## src/rtl/traffic_phase_scheduler.sv

```systemverilog
// traffic_phase_scheduler
// Four-head intersection controller: main through (M1, M2), main turn (MT)
// and side street (S). It runs a fixed six-phase cycle, optionally serves a
// pedestrian walk phase, and can be preempted by an emergency request. That
// request forces an all-red clearance, then a green for the requested
// direction, then another all-red clearance.
//
// Ports
//   clk       : system clock, all state changes on the rising edge
//   rst       : asynchronous active-high reset
//   tick      : one-cycle timebase enable; every duration is counted in ticks
//   ped_req   : pedestrian button pulse (latched as a sticky pending flag)
//   emg_req   : emergency preemption request (level)
//   emg_dir   : preempt direction 0=M1+M2, 1=MT, 2=S, 3=same as 0
//   cfg_we    : duration register write strobe
//   cfg_addr  : duration register index 0..6 (7 is ignored)
//   cfg_data  : duration value in ticks (0 behaves as 1)
//   light_*   : lamp outputs, 100=red 010=yellow 001=green
//   phase     : current state code
//   ped_walk  : high only in the pedestrian phase
//   emg_ack   : high only while the emergency green is shown
module traffic_phase_scheduler (
    input  logic       clk,
    input  logic       rst,
    input  logic       tick,
    input  logic       ped_req,
    input  logic       emg_req,
    input  logic [1:0] emg_dir,
    input  logic       cfg_we,
    input  logic [2:0] cfg_addr,
    input  logic [3:0] cfg_data,
    output logic [2:0] light_M1,
    output logic [2:0] light_M2,
    output logic [2:0] light_MT,
    output logic [2:0] light_S,
    output logic [3:0] phase,
    output logic       ped_walk,
    output logic       emg_ack
);

    typedef enum logic [3:0] {
        ST_S0      = 4'd0,
        ST_S1      = 4'd1,
        ST_S2      = 4'd2,
        ST_S3      = 4'd3,
        ST_S4      = 4'd4,
        ST_S5      = 4'd5,
        ST_PED     = 4'd6,
        ST_CLR_IN  = 4'd7,
        ST_EMG     = 4'd8,
        ST_CLR_OUT = 4'd9
    } state_t;

    localparam logic [2:0] LT_RED = 3'b100;
    localparam logic [2:0] LT_YEL = 3'b010;
    localparam logic [2:0] LT_GRN = 3'b001;

    // Both clearance phases have a fixed length
    localparam logic [3:0] CLR_TICKS = 4'd2;

    // A programmed zero would make a phase vanish; run it for one tick instead
    function automatic logic [3:0] eff_dur(input logic [3:0] d);
        eff_dur = (d == 4'd0) ? 4'd1 : d;
    endfunction

    // Direction code 3 is folded onto the main-through pair when latched
    function automatic logic [1:0] fold_dir(input logic [1:0] d);
        fold_dir = (d == 2'd3) ? 2'd0 : d;
    endfunction

    state_t          state_q, state_d;
    logic [3:0]      cnt_q, cnt_d;
    logic            ped_pend_q, ped_pend_d;
    logic [1:0]      emg_dir_q, emg_dir_d;
    logic [6:0][3:0] dur_q, dur_d;

    logic [3:0]      cur_dur_s;
    state_t          timed_next_s;
    logic            preempt_s;

    // State, counter, flags and duration registers
    always_ff @(posedge clk or posedge rst) begin
        if (rst) begin
            state_q    <= ST_S0;
            cnt_q      <= 4'd1;
            ped_pend_q <= 1'b0;
            emg_dir_q  <= 2'd0;
            dur_q[0]   <= 4'd7;
            dur_q[1]   <= 4'd2;
            dur_q[2]   <= 4'd5;
            dur_q[3]   <= 4'd2;
            dur_q[4]   <= 4'd3;
            dur_q[5]   <= 4'd2;
            dur_q[6]   <= 4'd4;
        end else begin
            state_q    <= state_d;
            cnt_q      <= cnt_d;
            ped_pend_q <= ped_pend_d;
            emg_dir_q  <= emg_dir_d;
            dur_q      <= dur_d;
        end
    end

    // Duration register write port; address 7 has no register behind it
    always_comb begin
        dur_d = dur_q;
        if (cfg_we && (cfg_addr != 3'd7)) begin
            dur_d[cfg_addr] = cfg_data;
        end else begin
            dur_d = dur_q;
        end
    end

    // Length of the current timed state, read live so writes apply at once
    always_comb begin
        cur_dur_s = CLR_TICKS;
        case (state_q)
            ST_S0:   cur_dur_s = eff_dur(dur_q[0]);
            ST_S1:   cur_dur_s = eff_dur(dur_q[1]);
            ST_S2:   cur_dur_s = eff_dur(dur_q[2]);
            ST_S3:   cur_dur_s = eff_dur(dur_q[3]);
            ST_S4:   cur_dur_s = eff_dur(dur_q[4]);
            ST_S5:   cur_dur_s = eff_dur(dur_q[5]);
            ST_PED:  cur_dur_s = eff_dur(dur_q[6]);
            default: cur_dur_s = CLR_TICKS;
        endcase
    end

    // Successor of each timed state when its duration runs out
    always_comb begin
        timed_next_s = ST_S0;
        case (state_q)
            ST_S0:     timed_next_s = ST_S1;
            ST_S1:     timed_next_s = ST_S2;
            ST_S2:     timed_next_s = ST_S3;
            ST_S3:     timed_next_s = ST_S4;
            ST_S4:     timed_next_s = ST_S5;
            ST_S5:     timed_next_s = ped_pend_q ? ST_PED : ST_S0;
            ST_PED:    timed_next_s = ST_S0;
            ST_CLR_IN: timed_next_s = ST_EMG;
            default:   timed_next_s = ST_S0;
        endcase
    end

    // CLR_OUT is excluded: a renewed request there goes straight back to EMG
    assign preempt_s = emg_req && (state_q != ST_CLR_IN) && (state_q != ST_EMG)
                       && (state_q != ST_CLR_OUT);

    // Next-state, counter and flag update; preemption outranks everything
    always_comb begin
        state_d    = state_q;
        cnt_d      = cnt_q;
        ped_pend_d = ped_pend_q | ped_req;
        emg_dir_d  = emg_dir_q;
        if (preempt_s) begin
            // Aborting PED leaves ped_pend as it is (already cleared on entry)
            state_d = ST_CLR_IN;
            cnt_d   = 4'd1;
        end else if (state_q == ST_EMG) begin
            if (!emg_req) begin
                state_d = ST_CLR_OUT;
                cnt_d   = 4'd1;
            end else begin
                state_d = ST_EMG;
                cnt_d   = cnt_q;
            end
        end else if ((state_q == ST_CLR_OUT) && emg_req) begin
            state_d   = ST_EMG;
            cnt_d     = 4'd1;
            emg_dir_d = fold_dir(emg_dir);
        end else if (tick) begin
            if (cnt_q < cur_dur_s) begin
                cnt_d = cnt_q + 4'd1;
            end else begin
                state_d = timed_next_s;
                cnt_d   = 4'd1;
                if (state_q == ST_CLR_IN) begin
                    emg_dir_d = fold_dir(emg_dir);
                end else begin
                    emg_dir_d = emg_dir_q;
                end
                // Entering PED consumes the request unless a new one arrives now
                if (timed_next_s == ST_PED) begin
                    ped_pend_d = ped_req;
                end else begin
                    ped_pend_d = ped_pend_q | ped_req;
                end
            end
        end else begin
            state_d = state_q;
            cnt_d   = cnt_q;
        end
    end

    // Lamp decode straight from the state register
    always_comb begin
        light_M1 = LT_RED;
        light_M2 = LT_RED;
        light_MT = LT_RED;
        light_S  = LT_RED;
        case (state_q)
            ST_S0: begin
                light_M1 = LT_GRN;
                light_M2 = LT_GRN;
            end
            ST_S1: begin
                light_M1 = LT_GRN;
                light_M2 = LT_YEL;
            end
            ST_S2: begin
                light_M1 = LT_GRN;
                light_MT = LT_GRN;
            end
            ST_S3: begin
                light_M1 = LT_YEL;
                light_MT = LT_YEL;
            end
            ST_S4: begin
                light_S = LT_GRN;
            end
            ST_S5: begin
                light_S = LT_YEL;
            end
            ST_EMG: begin
                case (emg_dir_q)
                    2'd1:    light_MT = LT_GRN;
                    2'd2:    light_S  = LT_GRN;
                    default: begin
                        light_M1 = LT_GRN;
                        light_M2 = LT_GRN;
                    end
                endcase
            end
            default: begin
                light_M1 = LT_RED;
                light_M2 = LT_RED;
                light_MT = LT_RED;
                light_S  = LT_RED;
            end
        endcase
    end

    assign phase    = state_q;
    assign ped_walk = (state_q == ST_PED);
    assign emg_ack  = (state_q == ST_EMG);

endmodule

```

## config.mk

```make
export PLATFORM = sky130hd
export DESIGN_NAME = traffic_phase_scheduler
export DESIGN_NICKNAME = d
export VERILOG_FILES = /design/src/rtl/traffic_phase_scheduler.sv
export SDC_FILE = /design/constraint.sdc
export NUM_CORES = 1
export LEC_CHECK = 0
export ABC_AREA = 1
export CORE_ASPECT_RATIO = 1.5
export CORE_UTILIZATION = 54
export DETAILED_ROUTE_END_ITERATION = 10
export MAX_ROUTING_LAYER = met4
export PLACE_DENSITY = 0.79
export SETUP_SLACK_MARGIN = 0.05
export SKIP_LAST_GASP = 1
export SLEW_MARGIN = 30
export SYNTH_ARGS = -nofsm -noshare
export SYNTH_HDL_FRONTEND = slang
export SYNTH_SLANG_ARGS = --single-unit
```

## constraint.sdc

```tcl
create_clock -name clk -period 2.55 [get_ports clk]
set_input_delay 0.765 -clock clk [delete_from_list [all_inputs] [get_ports clk]]
set_output_delay 0.765 -clock clk [all_outputs]
set_load 0.05 [all_outputs]
```

==> key figures <==
Outcome
  – Result of the run: finished, final reports clean

Yosys
  – Commonest cells in the synthesized netlist: sky130_fd_sc_hd__nand2_1 (97), sky130_fd_sc_hd__inv_1 (39), sky130_fd_sc_hd__o21ai_0 (31)
  – Synthesis warning total: 0
  – Sequential-to-total area share from yosys stat: 42.8%
  – Synthesized instance count: 311
  – FFs w/ async S/R, synth: 100%
  – Number of distinct library cells after synthesis: 30
  – Top cell type's share of synthesized area: 29.2%
  – Average size of a mapped cell: 7.44 um2
  – Post-synth EDFFs: 0
  – Cell type with the highest aggregate area in the netlist: sky130_fd_sc_hd__dfrtp_1
  – Cells taking the most area after synthesis: sky130_fd_sc_hd__dfrtp_1 (29%), sky130_fd_sc_hd__nand2_1 (16%), sky130_fd_sc_hd__dfstp_2 (14%), sky130_fd_sc_hd__o21ai_0 (6.7%), sky130_fd_sc_hd__inv_1 (6.3%)
  – Synthesized cell area: approximately 0.0023 mm2
  – Number of register bits inferred by synthesis: 39
  – Most repeated cell in the gate-level netlist after synthesis: sky130_fd_sc_hd__nand2_1
  – Post-Synthesis Net Count: 332
  – Primary FF master, synth: sky130_fd_sc_hd__dfrtp_1

Detailed routing
  – Average detailed-routed wire length per instance: 14.1 um
  – Total wire length after detailed routing: 5.76 mm
  – Vias after detailed routing: 2189
  – First-pass iteration count of the detailed router: 4
  – Via/cell ratio: 5.37
  – DRC marker count from the first detailed-route iteration: around 100
  – Post-route DRC: 0
  – Remaining antenna violation count: 0

Cells and area
  – Multi-input logic area: 0.00119 mm2
  – Share of layout cells above drive strength 1: 26.4%
  – Filler Cell Count: between 200 and 300
  – Number of nets in the final layout: 383
  – Area growth from synthesis to final layout: 31.0%
  – Total area of sequential cells: 996 um2
  – Number of antenna diodes: 0

Timing
  – Min cycle time layout: 2470 ps
  – Setup Viol. Count Final: 0
  – Number of pins exceeding their max-slew limit in the final report: 0
  – RSZ-0062 raised after global routing: yes
  – Setup skew after layout: 10.1 ps
  – Worst hold slack across all endpoints: 494 ps
  – Portion of the clock cycle consumed by the worst path in the final layout: between 90% and 100%
  – Max Fclk: 405 MHz
  – Final-layout setup total negative slack: 0 ps
  – Worst relative slew slack: between 60% and 70%
  – Transition time at the pin with the least slew margin: around 490 ps
  – Hold Fails Final Rpt: 0

Setup path
  – Cell-by-cell listing of the critical path: inv_4, nand2_4, nor2_4, nand2_4, buf_4, o22ai_1, inv_1, buf_4
  – Worst EP required: 1790 ps
  – Worst path max stage delay: 460 ps
  – Critical Path Fanout Max: 7
  – Slowest stage cell, crit path: sky130_fd_sc_hd__dfrtp_2
  – Critical path start-end classification: reg -> out
  – Endpoint type of the worst setup path: primary output
  – Critical Path AT: 1700 ps
  – Crit path launch type: flop

Clock network
  – Clock insertion delay at the later pin of the skew report: 300 ps
  – Number of buffers added by the clock tree synthesis step: 5
  – Clock transition at the register clock pins on the worst setup and hold paths after CTS: around 80 ps
  – Buffer depth of the longest clock path: 2
  – H-tree depth: 2
  – Clock tree from TritonCTS: yes
  – Number of clock sinks: 39
  – Cell at the root of the clock tree: sky130_fd_sc_hd__clkbuf_8

Flow run
  – Number of max-cap violations: 0

Placement
  – Buffers added on ports: 32
  – Routability Congestion: 0.951
  – Post-DP HPWL: 4.09 mm

Global routing
  – Largest net degree at the start of global routing: 40
  – GRT overflow: 0
  – Initial antenna violation count: 0
  – GRT Resource Usage Total: 27.2%
  – Number of global-route vias before repair: between 2000 and 2500
  – Wire length of the first global-routing pass: between 9 and 10 mm

Floorplanning
  – Die height: around 82 um
  – Floorplan core area: 0.00403 mm2
  – Die Width: 55.4 um
  – Starting density of the core: 57.4%
  – Number of placement rows: 28
  – Overall die area: between 0.004 and 0.005 mm2
  – Number of placed I/O pins: 33

Power
  – Maximum VDD drop: 1.18 mV
  – Power density over the cells: 1270 mW/mm2
  – Lkg Pwr: about 0.0015 uW

Worst hold path
  – Type of the tightest min-delay check: reg -> reg
## layer usage
layer / GRT usage [%] / part of all wire (%) / routed length [um]
met5: - / 0 / 0
met4: 19.5 / 4.3 / 248
met3: 4.83 / 3.8 / 219
met2: 47.8 / 52 / 3020
met1: 27.4 / 39 / 2270
## state kept, by name (all words and copies together), names as in the netlist
name	cells
cnt_q	4
dur_q	28
emg_dir_q	2
ped_pend_q	1
phase	4
## cell type report
type / count / share of cell area (%)
multi-input cells: 217 / 39.2
repair buffers: 44 / 15.3
flip-flops and latches: 39 / 32.9
clock buffers: 6 / 2.39
well taps: 45 / 1.86
inverters: 55 / 7.14
clock inverters: 2 / 1.24
## cells in the final DEF (no fill, tap or decap), types with 2 or more instances in the layout
| master | count |
|---|---|
| sky130_fd_sc_hd__nand2_2 | 6 |
| sky130_fd_sc_hd__a21oi_1 | 2 |
| sky130_fd_sc_hd__dfrtp_1 | 23 |
| sky130_fd_sc_hd__inv_1 | 39 |
| sky130_fd_sc_hd__dfstp_2 | 12 |
| sky130_fd_sc_hd__buf_4 | 19 |
| sky130_fd_sc_hd__inv_4 | 2 |
| sky130_fd_sc_hd__clkdlybuf4s50_1 | 18 |
| sky130_fd_sc_hd__buf_12 | 7 |
| sky130_fd_sc_hd__o21ai_1 | 8 |
| sky130_fd_sc_hd__nand2_1 | 95 |
| sky130_fd_sc_hd__o22ai_1 | 3 |
| sky130_fd_sc_hd__inv_2 | 12 |
| sky130_fd_sc_hd__dfrtp_2 | 4 |
| sky130_fd_sc_hd__ha_1 | 6 |
| sky130_fd_sc_hd__nor2_2 | 2 |
| sky130_fd_sc_hd__nand2_4 | 6 |
| sky130_fd_sc_hd__nor2_4 | 8 |
| sky130_fd_sc_hd__nand4_1 | 5 |
| sky130_fd_sc_hd__o21ai_0 | 29 |
| sky130_fd_sc_hd__nand3_1 | 5 |
| sky130_fd_sc_hd__nor2_1 | 24 |
| sky130_fd_sc_hd__nand3_2 | 4 |
| sky130_fd_sc_hd__clkbuf_8 | 5 |
## timing repair
item	CTS	global route
pin swaps	0	8
endpoints found under the setup margin	3	16
gates resized for setup	1	19
hold buffers	0	0
setup buffers	0	9
## worst max-delay path: cells and delay by family (launching register included)
family | cells | cell delay [ps]
buffers and inverters | 4 | 500
DFF | 1 | 460
and+or+nand+nor | 3 | 320
AOI/OAI and AO/OA | 1 | 120
## report_power, final
part	switching (uW)	leakage [uW]	internal [uW]
clock	229	0.0000514	292
sequential	162	0.000460	801
combinational	1490	0.00100	886
total	1880	0.00151	1980
## path summary, 6_finish.rpt
kind                                end  depth (start not counted)       from  slack, ps
max reg2reg                    phase[0]                         12   phase[2]        110
min                           dur_q[12]                          2  dur_q[12]        490
max in group asynchronous      phase[3]                          3        rst       1310
min in group asynchronous  emg_dir_q[1]                          3        rst        880
min reg2reg                   dur_q[12]                          2  dur_q[12]        490
max                         light_MT[2]                          8   phase[1]         80
## stage by stage
stage / utilization [%] / instances / total power (uW) / setup slack [ps] / instance area, um2
after global routing: 75.2 / 408 / 4120 / -66.3 / 3030
final: 75.2 / 408 / 3860 / 83.0 / 3030
after floorplan: - / 311 / 2420 / 45.8 / 2320
after CTS: 71.7 / 399 / 3630 / 51.5 / 2890
after detailed placement: 68.9 / 391 / 3100 / 93.9 / 2780
after global placement: 68.9 / 391 / 3080 / 147 / 2780
## cell families after synthesis
kind of cell / Yosys count / synth area share, %
flops: 39 / 42.8
buf+inv: 55 / 8.92
compound gates: 51 / 12.2
fa+ha+maj: 6 / 3.24
simple gates: 158 / 32.1
xor+xnor: 2 / 0.757
(Power assumes the default switching activity.)
